File: config.mk
export PLATFORM = sky130hd
export DESIGN_NAME = running_extreme
export DESIGN_NICKNAME = d
export VERILOG_FILES = /design/src/rtl/running_extreme.sv
export SDC_FILE = /design/constraint.sdc
export NUM_CORES = 1
export LEC_CHECK = 0
export CORE_AREA = 10 10 68 70
export DETAILED_ROUTE_END_ITERATION = 8
export DIE_AREA = 0 0 78 80
export HOLD_SLACK_MARGIN = 0.15
export PLACE_DENSITY = 0.6
export RECOVER_POWER = 25
export SLEW_MARGIN = 10
export SYNTH_ARGS = -nofsm -noshare
export SYNTH_HDL_FRONTEND = slang
export SYNTH_SLANG_ARGS = --single-unit
File: constraint.sdc
create_clock -name clk -period 4.68 [get_ports clk]
set_input_delay 0.468 -clock clk [delete_from_list [all_inputs] [get_ports clk]]
set_output_delay 0.468 -clock clk [all_outputs]
set_load 0.02 [all_outputs]
File: src/rtl/running_extreme.sv
// Per-frame running maximum/minimum tracker with the position of the extreme.
// Mode and signedness are captured on the first sample of each frame.
module running_extreme #(
    parameter int WIDTH     = 3,
    parameter int FRAME_LEN = 8,
    parameter int IDXW      = $clog2(FRAME_LEN)
) (
    input  logic             clk,
    input  logic             rst,
    input  logic             in_valid,
    input  logic [WIDTH-1:0] in_data,
    input  logic             mode_min,
    input  logic             sgn,
    input  logic             abort,
    output logic             busy,
    output logic             out_valid,
    output logic [WIDTH-1:0] out_data,
    output logic [IDXW-1:0]  out_idx
);

    typedef enum logic [1:0] {IDLE, ACC, DONE} state_t;

    localparam logic [IDXW:0] LAST = (IDXW+1)'(FRAME_LEN - 1);
    localparam logic [IDXW:0] ONE  = (IDXW+1)'(1);

    state_t           state;
    state_t           state_nx;
    logic [WIDTH-1:0] ext;
    logic [IDXW-1:0]  ext_idx;
    logic [IDXW:0]    cnt;
    logic             lat_min;
    logic             lat_sgn;

    logic [WIDTH-1:0] key_in;
    logic [WIDTH-1:0] key_ext;
    logic             better;
    logic             start;
    logic             step;
    logic             last;

    // Flipping the sign bit turns a two's-complement order into an unsigned one.
    assign key_in  = {in_data[WIDTH-1] ^ lat_sgn, in_data[WIDTH-2:0]};
    assign key_ext = {ext[WIDTH-1] ^ lat_sgn, ext[WIDTH-2:0]};
    assign better  = lat_min ? (key_in < key_ext) : (key_in > key_ext);

    assign start = !abort && in_valid && (state != ACC);
    assign step  = !abort && in_valid && (state == ACC);
    assign last  = step && (cnt == LAST);

    assign busy      = (state == ACC);
    assign out_valid = (state == DONE);

    always_ff @(posedge clk or posedge rst) begin
        if (rst) state <= IDLE;
        else     state <= state_nx;
    end

    always_comb begin
        state_nx = state;
        if (abort) begin
            state_nx = IDLE;
        end else begin
            unique case (state)
                IDLE, DONE: state_nx = in_valid ? ACC : IDLE;
                ACC:        if (last) state_nx = DONE;
                default:    state_nx = IDLE;
            endcase
        end
    end

    always_ff @(posedge clk or posedge rst) begin
        if (rst) begin
            ext      <= '0;
            ext_idx  <= '0;
            cnt      <= '0;
            lat_min  <= 1'b0;
            lat_sgn  <= 1'b0;
            out_data <= '0;
            out_idx  <= '0;
        end else if (abort) begin
            cnt <= '0;
        end else if (start) begin
            ext     <= in_data;
            ext_idx <= '0;
            cnt     <= ONE;
            lat_min <= mode_min;
            lat_sgn <= sgn;
        end else if (step) begin
            cnt <= cnt + ONE;
            if (better) begin
                ext     <= in_data;
                ext_idx <= cnt[IDXW-1:0];
            end
            // Publish the result including the frame's final sample.
            if (last) begin
                cnt      <= '0;
                out_data <= better ? in_data : ext;
                out_idx  <= better ? cnt[IDXW-1:0] : ext_idx;
            end
        end
    end

endmodule

==> flow_summary.ini <==
[outcome]
status = complete, no violations

[global_routing]
grt_use_total = 0.0908
antenna_found_initial = 0
grt_start_max_net_pins = 21
grt_pass1_wl_mm = 4.66
grt_overflow = 0
grt_pass1_vias = 1006

[route]
dr.pass1.iters = 4
vias = 911
dr.first_iter.drc_count = 69
drc_errors = 0
wl_per_cell_um = 15.2
drt-total-wl_mm = 2.59
postRouteAntennaNets = 0
routed_via_density = 5.33

[clocking]
cts_tree = done
cts_setup_buffers = 0
root_buffer = clkbuf_4
cts.path.max_buffers = 2
clock-sinks = 20
clock_latency_ns = 0.31
cts_hold_buf = 0
cts_resized = 0
clkSlewWorstSetupHoldPaths_ns = 0.12
htree_num_levels = 1
numCtsBuffers = 3

[synth]
synthTopCellsByCount = dfrtp_1, nand2_1, nand3_1
synth_most_common_cell = dfrtp_1
ys_ff_latch = 20
syn-num-nets = 122
synth_top_area_cell = dfrtp_1
netlist_top_cells_area = dfrtp_1, ha_1, mux2_4, nand4_1, o211ai_1
synth_top_area_frac = 0.442
synth_edf_count = 0
synth.distinct_cells = 38
syn_area_um2 = 1130
yosys_warnings = 0
synth_cells = 109
synth_flop_cell = dfrtp_1
ys_async_sr_fraction = 1.00
synth.yosys.seq_area_share = 0.442
synth.avg_cell_area_um2 = 10.4

[cells_and_area]
multi_input_area_um2 = 583
fin_cells = 171
fillers = 331
layout.nets = 139
register_area_um2 = 500
drive_above_1_share = 0.152
finish.utilization = 0.414
areaGrowthSynthToFinish_pct = 20.1
insertedDiodeCount = 0

[sta]
fin_tns_setup_ns = 0
fin_skew_ns = 0.00835
min_period_over_period = 0.506
fmax_mhz = 422
setup_violations = 0
maxSlewViolCount = 0
period_minus_slack_ns = 2.37
holdWs_ns = 0.490
maxSlewHeadroom = 0.486
rsz0062_at_grt = false
hold_viol_final = 0
tightest_slew_ns = 0.770

[placed_design]
hpwl_mm = 1.93
place.gp.congestion = 0.834
io_buffers = 16
post-place-cells = 167

[floorplanning]
die_h_um = 80
dieArea_um2 = 6240
initial_utilization = 0.345
io_pins = 17
fp.coreArea_um2 = 3280
row_count = 21
die_x_um = 78

[worst_setup_path]
crit_fanout = 6
critical-path-top-delay-family = compound AO/OA/AOI/OAI gates
crit_type = in -> reg
r2r_slack_ns = 2.48
path_buf_inv = 1
slowest_stage = clkdlybuf4s50_1
cpPeakStageDelay_ns = 0.52
cp-start-kind = input port
worstPathArrival_ns = 2.57
cp-end-kind = flip-flop
rr_worst_depth = 6
r2r_end = ext_idx[0]
cp_num_cells = 7
rr_startpoint = lat_sgn
crit_required_ns = 4.88
worstPathCellList = clkdlybuf4s50_1 > xor2_1 > ha_1 > a21oi_1 > and3_1 > nor2_1 > a32o_1

[pwr]
netSwitchingFraction = 0.366
power_density_nw_per_um2 = 353
clockPowerShare = 0.219
p_int_uw = 304
comb_power_share = 0.357
p_switching_uw = 175
power.leakage_uw = 0.000599
ir_drop_mv = 0.166
seq_power_share = 0.424

[min_path]
worstHoldStart = out_data[0]
hold_class = reg -> reg
hold_path_end = out_data[0]
hold_depth = 2

[flow_run]
drv_cap = 0
[registers in the layout (all words and copies together) (netlist names)]
| register | flops |
|---|---|
| state | 2 |
| out_data | 3 |
| lat_sgn | 1 |
| cnt | 4 |
| ext | 3 |
| lat_min | 1 |
| ext_idx | 3 |
| out_idx | 3 |
[how the worst max path moves through the flow]
stage / slack (ns) / startpoint / endpoint
3_5_place_dp: 2.03 / in_data[2] / ext_idx[0]
3_3_place_gp: 2.07 / in_data[2] / ext[1]
4_1_cts: 2.35 / in_data[2] / ext_idx[0]
2_1_floorplan: 2.59 / in_data[2] / ext[0]
5_1_grt: 2.16 / in_data[2] / ext_idx[0]
6_report: 2.31 / in_data[2] / ext_idx[0]
[metrics by stage]
| step | total power, uW | setup WS, ns | cell area, um^2 |
|---|---|---|---|
| 3_3_place_gp | 368 | 2.07 | 1320 |
| 5_1_grt | 511 | 2.16 | 1360 |
| 6_report | 479 | 2.31 | 1360 |
| 2_1_floorplan | 334 | 2.59 | 1130 |
| 3_5_place_dp | 376 | 2.03 | 1320 |
| 4_1_cts | 482 | 2.35 | 1360 |
[worst reg2reg max path: stages (launching register included)]
cell and delay (ns):
dfrtp_1 0.44, xor2_1 0.17, ha_1 0.32, a21oi_1 0.37
and3_1 0.38, nor2_1 0.12, a32o_1 0.28
[routing by layer]
layer | vias to the layer above | GRT usage | routed length (um)
met5 | - | 0 | 0
met4 | 0 | 0.0287 | 48
met3 | 6 | 0.0360 | 126
met2 | 18 | 0.153 | 1260
met1 | 452 | 0.104 | 1160
li1 | 435 | - | -
[power groups by stage]
stage | clock [uW] | sequential [uW] | combinational (uW)
2_1_floorplan | 0 | 202 | 132
3_3_place_gp | 0 | 205 | 163
3_5_place_dp | 0 | 207 | 169
4_1_cts | 108 | 203 | 170
5_1_grt | 117 | 206 | 188
6_report | 105 | 203 | 171
[layout by cell type (no fill, tap or decap), types with 2 or more instances in the layout]
cell,count
a21oi_1,6
a32o_1,3
and2_1,2
and2b_2,2
and3_1,2
clkbuf_4,3
clkdlybuf4s50_1,14
dfrtp_1,20
dlygate4sd3_1,2
ha_1,4
inv_1,4
inv_2,2
mux2_4,3
nand2_1,9
nand3_1,7
nand3b_1,2
nand4_1,6
nor2_1,6
o211ai_1,5
o21ai_0,3
[kinds of logic after synthesis]
group,share of synthesized area
AND/OR/NAND/NOR,0.267
AO/OA/AOI/OAI,0.138
flip-flops,0.442
buffers and inverters,0.0431
multiplexers,0.0497
adder cells (fa/ha/maj),0.0442
XOR/XNOR,0.0155
[area by class of cell]
class | count | area share
clock buffer | 4 | 0.0267
timing repair buffer | 16 | 0.118
inverter | 6 | 0.0166
sequential | 20 | 0.368
multi-input combinational | 79 | 0.429
tap | 46 | 0.0423
Power figures use the tool's default switching activity.
